==> src/rtl/cheby_fir_pkg.sv <==
// cheby_fir_pkg: shared helpers for the time-multiplexed Chebyshev FIR.
// Provides clog2, the FSM encoding, the accumulator width and the rounding/unity constants.
package cheby_fir_pkg;

    function automatic int clog2(input int value);
        int w;
        w = 1;
        while ((1 << w) < value) w++;
        return w;
    endfunction

    typedef enum logic [2:0] {
        ST_IDLE  = 3'd0,
        ST_LOAD  = 3'd1,
        ST_MAC   = 3'd2,
        ST_DRAIN = 3'd3,
        ST_OUT   = 3'd4
    } fir_state_t;

    // Enough headroom that N full-scale products never overflow.
    function automatic int acc_width(input int dw, input int cw, input int n);
        return dw + cw + clog2(n);
    endfunction

    // Half an output LSB, added before the arithmetic right shift.
    function automatic longint round_half(input int frac);
        return (frac > 0) ? (64'sd1 <<< (frac - 1)) : 64'sd0;
    endfunction

    // Unity gain coefficient 2^frac, clipped to the largest positive CW-bit value.
    function automatic longint coef_one(input int frac, input int cw);
        return (frac >= cw - 1) ? ((64'sd1 <<< (cw - 1)) - 64'sd1)
                                : (64'sd1 <<< frac);
    endfunction

endpackage

==> src/rtl/cheby_fir_tdm_mac.sv <==
// cheby_mac_unit: two-stage MAC (registered product, then accumulate) with round/saturate output.
// Ports: in_* issue one tap per cycle; res_* present the finished channel result for one cycle.
module cheby_mac_unit
    import cheby_fir_pkg::*;
#(
    parameter int DW   = 16,
    parameter int CW   = 16,
    parameter int ACCW = 35,
    parameter int FRAC = 15,
    parameter int CHW  = 1
) (
    input  logic                 clk,
    input  logic                 rst,
    input  logic                 in_valid,
    input  logic                 in_clr,
    input  logic                 in_last,
    input  logic [CHW-1:0]       in_ch,
    input  logic signed [DW-1:0] x,
    input  logic signed [CW-1:0] h,
    output logic                 res_valid,
    output logic [CHW-1:0]       res_ch,
    output logic signed [DW-1:0] res_y,
    output logic                 res_sat
);

    localparam int PW = DW + CW;
    localparam int SW = ACCW + 1;
    localparam logic signed [SW-1:0] RND  = SW'(round_half(FRAC));
    localparam logic signed [SW-1:0] MAXV = {{(SW-DW+1){1'b0}}, {(DW-1){1'b1}}};
    localparam logic signed [SW-1:0] MINV = {{(SW-DW+1){1'b1}}, {(DW-1){1'b0}}};

    logic [PW-1:0]          xe;
    logic [PW-1:0]          he;
    logic signed [PW-1:0]   prod_q;
    logic                   p_valid;
    logic                   p_clr;
    logic                   p_last;
    logic [CHW-1:0]         p_ch;
    logic signed [ACCW-1:0] prod_ext;
    logic signed [ACCW-1:0] acc_q;
    logic signed [SW-1:0]   sum;
    logic signed [SW-1:0]   shr;

    // Low PW bits of the product of sign-extended operands equal the signed product.
    always_comb begin
        xe       = {{CW{x[DW-1]}}, x};
        he       = {{DW{h[CW-1]}}, h};
        prod_ext = {{(ACCW-PW){prod_q[PW-1]}}, prod_q};
    end

    always_ff @(posedge clk or negedge rst) begin
        if (!rst) begin
            prod_q    <= '0;
            p_valid   <= 1'b0;
            p_clr     <= 1'b0;
            p_last    <= 1'b0;
            p_ch      <= '0;
            acc_q     <= '0;
            res_valid <= 1'b0;
            res_ch    <= '0;
        end else begin
            p_valid   <= in_valid;
            p_clr     <= in_clr;
            p_last    <= in_last;
            p_ch      <= in_ch;
            if (in_valid) begin
                prod_q <= xe * he;
            end
            if (p_valid) begin
                acc_q <= p_clr ? prod_ext : acc_q + prod_ext;
            end
            res_valid <= p_valid & p_last;
            res_ch    <= p_ch;
        end
    end

    always_comb begin
        sum     = {acc_q[ACCW-1], acc_q} + RND;
        shr     = sum >>> FRAC;
        res_sat = 1'b0;
        res_y   = shr[DW-1:0];
        if (shr > MAXV) begin
            res_y   = MAXV[DW-1:0];
            res_sat = 1'b1;
        end else if (shr < MINV) begin
            res_y   = MINV[DW-1:0];
            res_sat = 1'b1;
        end
    end

endmodule

==> src/rtl/cheby_fir_tdm.sv <==
// cheby_fir_tdm: N-tap, NCH-channel FIR sharing one MAC; donext starts a sample, yvalid ends it.
// Ports: xin/coef_* in, yout/xin_d/sat/yvalid out, busy/overrun status; async active-low rst.
module cheby_fir_tdm
    import cheby_fir_pkg::*;
#(
    parameter  int N    = 8,
    parameter  int DW   = 16,
    parameter  int CW   = 16,
    parameter  int NCH  = 2,
    parameter  int FRAC = 15,
    localparam int AW   = clog2(N),
    localparam int CHW  = clog2(NCH),
    localparam int ACCW = acc_width(DW, CW, N)
) (
    input  logic                clk30x,
    input  logic                rst,
    input  logic                donext,
    input  logic [NCH*DW-1:0]   xin,
    input  logic                coef_we,
    input  logic [AW-1:0]       coef_addr,
    input  logic [CW-1:0]       coef_data,
    output logic                busy,
    output logic                yvalid,
    output logic [NCH*DW-1:0]   yout,
    output logic [NCH*DW-1:0]   xin_d,
    output logic [NCH-1:0]      sat,
    output logic                overrun
);

    localparam logic [AW:0]    N_EXT    = (AW+1)'(N);
    localparam logic [AW-1:0]  TAP_LAST = AW'(N - 1);
    localparam logic [CHW-1:0] CH_LAST  = CHW'(NCH - 1);
    localparam logic [CW-1:0]  H_ONE    = CW'(coef_one(FRAC, CW));

    fir_state_t           state;
    logic [AW-1:0]        wr_ptr;
    logic [AW-1:0]        tap_cnt;
    logic [CHW-1:0]       ch_cnt;
    logic                 drain_cnt;
    logic [AW-1:0]        rd_idx;
    logic [AW-1:0]        old_idx;
    logic signed [DW-1:0] x_mem [NCH][N];
    logic signed [CW-1:0] h_reg [N];
    logic signed [DW-1:0] res_y [NCH];
    logic [NCH-1:0]       res_sat;

    logic                 mac_issue;
    logic                 mac_valid;
    logic [CHW-1:0]       mac_ch;
    logic signed [DW-1:0] mac_y;
    logic                 mac_sat;

    // x[n-k] lives k slots behind the newest write, wrapping mod N.
    always_comb begin
        if (wr_ptr >= tap_cnt) begin
            rd_idx = wr_ptr - tap_cnt;
        end else begin
            rd_idx = AW'(({1'b0, wr_ptr} + N_EXT) - {1'b0, tap_cnt});
        end
        old_idx   = (wr_ptr == TAP_LAST) ? '0 : wr_ptr + AW'(1);
        mac_issue = (state == ST_MAC);
    end

    cheby_mac_unit #(
        .DW   (DW),
        .CW   (CW),
        .ACCW (ACCW),
        .FRAC (FRAC),
        .CHW  (CHW)
    ) u_mac (
        .clk       (clk30x),
        .rst       (rst),
        .in_valid  (mac_issue),
        .in_clr    (tap_cnt == '0),
        .in_last   (tap_cnt == TAP_LAST),
        .in_ch     (ch_cnt),
        .x         (x_mem[ch_cnt][rd_idx]),
        .h         (h_reg[tap_cnt]),
        .res_valid (mac_valid),
        .res_ch    (mac_ch),
        .res_y     (mac_y),
        .res_sat   (mac_sat)
    );

    always_ff @(posedge clk30x or negedge rst) begin
        if (!rst) begin
            state     <= ST_IDLE;
            busy      <= 1'b0;
            yvalid    <= 1'b0;
            overrun   <= 1'b0;
            yout      <= '0;
            xin_d     <= '0;
            sat       <= '0;
            wr_ptr    <= '0;
            tap_cnt   <= '0;
            ch_cnt    <= '0;
            drain_cnt <= 1'b0;
            res_sat   <= '0;
            for (int c = 0; c < NCH; c++) begin
                res_y[c] <= '0;
                for (int k = 0; k < N; k++) begin
                    x_mem[c][k] <= '0;
                end
            end
            for (int k = 0; k < N; k++) begin
                h_reg[k] <= (k == 0) ? H_ONE : '0;
            end
        end else begin
            yvalid <= 1'b0;
            if (donext && state != ST_IDLE) begin
                overrun <= 1'b1;
            end
            // Per-channel results arrive during the MAC/DRAIN phases; stage them for OUT.
            if (mac_valid) begin
                res_y[mac_ch]   <= mac_y;
                res_sat[mac_ch] <= mac_sat;
            end
            unique case (state)
                ST_IDLE: begin
                    if (coef_we && ({1'b0, coef_addr} < N_EXT)) begin
                        h_reg[coef_addr] <= coef_data;
                    end
                    if (donext) begin
                        for (int c = 0; c < NCH; c++) begin
                            x_mem[c][wr_ptr] <= xin[c*DW +: DW];
                        end
                        busy  <= 1'b1;
                        state <= ST_LOAD;
                    end
                end
                ST_LOAD: begin
                    tap_cnt <= '0;
                    ch_cnt  <= '0;
                    state   <= ST_MAC;
                end
                ST_MAC: begin
                    if (tap_cnt == TAP_LAST) begin
                        tap_cnt <= '0;
                        if (ch_cnt == CH_LAST) begin
                            ch_cnt    <= '0;
                            drain_cnt <= 1'b0;
                            state     <= ST_DRAIN;
                        end else begin
                            ch_cnt <= ch_cnt + CHW'(1);
                        end
                    end else begin
                        tap_cnt <= tap_cnt + AW'(1);
                    end
                end
                ST_DRAIN: begin
                    if (drain_cnt) begin
                        state <= ST_OUT;
                    end else begin
                        drain_cnt <= 1'b1;
                    end
                end
                ST_OUT: begin
                    for (int c = 0; c < NCH; c++) begin
                        yout[c*DW +: DW]  <= res_y[c];
                        xin_d[c*DW +: DW] <= x_mem[c][old_idx];
                    end
                    sat    <= res_sat;
                    yvalid <= 1'b1;
                    busy   <= 1'b0;
                    wr_ptr <= old_idx;
                    state  <= ST_IDLE;
                end
                default: begin
                    state <= ST_IDLE;
                end
            endcase
        end
    end

endmodule

==> config.mk <==
export PLATFORM = sky130hd
export DESIGN_NAME = cheby_fir_tdm
export DESIGN_NICKNAME = d
export VERILOG_FILES = /design/src/rtl/cheby_fir_pkg.sv /design/src/rtl/cheby_fir_tdm_mac.sv /design/src/rtl/cheby_fir_tdm.sv
export SDC_FILE = /design/constraint.sdc
export NUM_CORES = 2
export LEC_CHECK = 0
export ABC_AREA = 1
export CAP_MARGIN = 25
export CORE_MARGIN = 1.5
export CORE_UTILIZATION = 40
export CTS_CLUSTER_DIAMETER = 80
export DETAILED_ROUTE_END_ITERATION = 12
export PLACE_DENSITY = 0.65
export SLEW_MARGIN = 20
export SYNTH_ARGS = -nofsm -noshare
export SYNTH_HDL_FRONTEND = slang
export SYNTH_SLANG_ARGS = --single-unit
export TNS_END_PERCENT = 1
==> constraint.sdc <==
create_clock -name clk30x -period 7.9 [get_ports clk30x]
set_input_delay 1.185 -clock clk30x [delete_from_list [all_inputs] [get_ports clk30x]]
set_output_delay 1.185 -clock clk30x [all_outputs]
set_load 0.03 [all_outputs]
==> results_dict.tcl <==
set metrics [dict create \
    yosysUniqueCellTypes 50 \
    dr.pass1.iters 6 \
    grt_pass1_vias 34800 \
    fmax_mhz 131 \
    worstSkewPairLatency_ns 0.66 \
    synth-seq-cells 571 \
    rr_startpoint "wr_ptr[0]" \
    finalHoldViolations 0 \
    yosysWarnings 0 \
    setup_violations 0 \
    fp.dieArea_um2 103000 \
    syn2layout_area_growth_pct 12.8 \
    core_um2 99900 \
    largest_reg_flops 256 \
    postPlaceCellArea_um2 43000 \
    avgSynthCellArea_um2 7.93 \
    synth_edf_count 0 \
    rsz0062_at_grt "true" \
    cts_made_buffers 71 \
    synth-seq-area-share 0.355 \
    cts.sinks 571 \
    synth_area_um2 40300 \
    cp_common_cell "inv_1" \
    port_buffers 123 \
    die_height_um 320 \
    critPathLaunch "wr_ptr[0]" \
    drc 0 \
    ant_nets 0 \
    layout-drive-gt1-share 0.0817 \
    place_congestion 0.962 \
    diodes 0 \
    cp-end-kind "register" \
    fin_area_um2 45400 \
    initial_core_util 0.403 \
    max-cap-violations 0 \
    synthArstFlopShare 1.00 \
    antenna_found_initial 2 \
    postSynthNetCount 5522 \
    grtUsageTotal 0.245 \
    htreeDepth 3 \
    path_class "register to register" \
    wl_um 123000 \
    num-nets-final 5573 \
    fp.dieW_um 320 \
    skew_ns 0.0426 \
    via_per_inst 5.40 \
    dp_hpwl_um 85700 \
    min_path_type "register to register" \
    vias 35000 \
    min_period_ns 7.63 \
    worstHoldStart "u_mac.p_ch" \
    tightest_slew_ns 1.13 \
    cts_root_buf "clkbuf_16" \
    critPathMaxStageDelay_ns 0.56 \
    max_slew_margin 0.248 \
    synthFlopType "dfrtp_1" \
    rows 116 \
    io-pin-count 124 \
    cts_tree "yes" \
    start_kind "register" \
    grt_max_degree 184 \
    post_drt_wl_per_cell_um 19.0 \
    finalCritPeriodShare 0.965 \
    slowest_stage "fa_2" \
    path_clk_slew_ns 0.06 \
    cp.required_ns 8.40 \
    drt-initial-drc-count 3309 \
    crit_fanout 14 \
    overflow 0 \
    slew_violations 0 \
    syn_inst 5080 \
    fin_hold_ws_ns 0.348 \
    cts_buffer_depth 3 \
    grt_pass1_wl_um 198000 \
    crit_arrival_ns 8.12 \
    status "finished, final reports clean" \
]
## per-layer routing
layer,track usage,vias to the layer above,wire (um)
met5,0,-,23
met4,0.0783,4,3760
met3,0.0412,258,9420
met2,0.386,1322,55600
met1,0.344,17100,54600
li1,-,16300,-
## final cells by class
| cell class | count | area, um2 |
|---|---|---|
| well taps | 1298 | 1620 |
| clock buffers | 102 | 2010 |
| fillers | 9874 | 54400 |
| flip-flops and latches | 571 | 14300 |
| clock inverters | 27 | 354 |
| repair buffers | 232 | 2140 |
| inverters | 789 | 2970 |
| multi-input cells | 3466 | 22000 |
## repair_timing
action / CTS / global route
hold buffers: 0 / 0
gates resized for setup: 0 / 12
setup endpoints to repair: 0 / 17
buffers inserted: 0 / 1
## critical path: cells and delay by family (launching register included)
kind                       cells  cell delay [ns]
AOI/OAI and AO/OA              5             1.10
adders and majority gates      9             4.23
buffers and inverters         10             0.84
DFF                            1             0.40
and+or+nand+nor                5             0.87
## path summary, 6_finish.rpt
| check | to | slack [ns] | cells after the start |
|---|---|---|---|
| setup / recovery | u_mac.prod_q[28] | 0.27 | 29 |
| hold / removal | u_mac.res_ch | 0.35 | 0 |
| setup reg to reg | u_mac.prod_q[28] | 0.27 | 29 |
| hold reg to reg | u_mac.res_ch | 0.35 | 0 |
| max in group asynchronous | x_mem[117] | 5.70 | 2 |
| min in group asynchronous | h_reg[75] | 0.56 | 1 |
## synthesized netlist by cell type (15+ instances only)
master / n / area (um2)
nor2_1: 416 / 1560
o221ai_1: 43 / 377
o22ai_1: 38 / 238
fa_1: 264 / 5290
dfstp_2: 15 / 394
nor3_1: 16 / 80.1
xnor2_1: 20 / 175
a22oi_1: 31 / 233
xor2_1: 30 / 263
nand4_1: 22 / 138
mux2_2: 107 / 1200
a21oi_1: 273 / 1370
nand3_1: 170 / 851
ha_1: 123 / 1540
o21ai_0: 626 / 3130
dfrtp_1: 556 / 13900
buf_2: 63 / 315
o21ai_1: 21 / 105
nand2_1: 1149 / 4310
clkbuf_1: 167 / 627
o21bai_1: 15 / 113
inv_2: 17 / 63.8
inv_1: 770 / 2890
## cells in the final DEF, fill, tap and decap left out, types with 13 or more instances in the layout
master	netlist	routed
xor2_1	30	30
nor2_1	416	410
ha_1	123	122
a22oi_1	31	31
nand3_1	170	170
mux2_2	107	107
a21oi_1	273	273
inv_1	770	767
clkdlybuf4s50_1	0	122
nand2_1	1149	1147
buf_4	8	99
nor3_1	16	15
o221ai_1	43	43
dfrtp_1	556	553
o21bai_1	15	15
clkbuf_1	167	19
fa_1	264	263
o21ai_0	626	625
o21ai_1	21	22
xnor2_1	20	20
dfstp_2	15	15
clkbuf_16	0	71
nand4_1	22	22
inv_2	17	18
or2_2	13	13
o22ai_1	38	38
## cells by family after synthesis
logic type      share of synthesized area
compound gates                      0.146
xor+xnor                           0.0120
fa+ha+maj                           0.169
buf+inv                             0.101
flops                               0.355
mux                                0.0324
simple gates                        0.184
## stage by stage
| stage | worst slack, ns | instances | TNS [ns] | utilization |
|---|---|---|---|---|
| 2_1_floorplan | 0.196 | 5080 | 0 | - |
| 3_3_place_gp | 0.0974 | 6354 | 0 | 0.431 |
| 3_5_place_dp | 0.0963 | 6354 | 0 | 0.431 |
| 4_1_cts | 0.0607 | 6483 | 0 | 0.454 |
| 5_1_grt | -0.0406 | 6485 | -0.0637 | 0.455 |
| 6_report | 0.275 | 6485 | 0 | 0.455 |
Power is not shown: default switching activity piles up to over one toggle a cycle in this logic, so the estimate is an artifact.
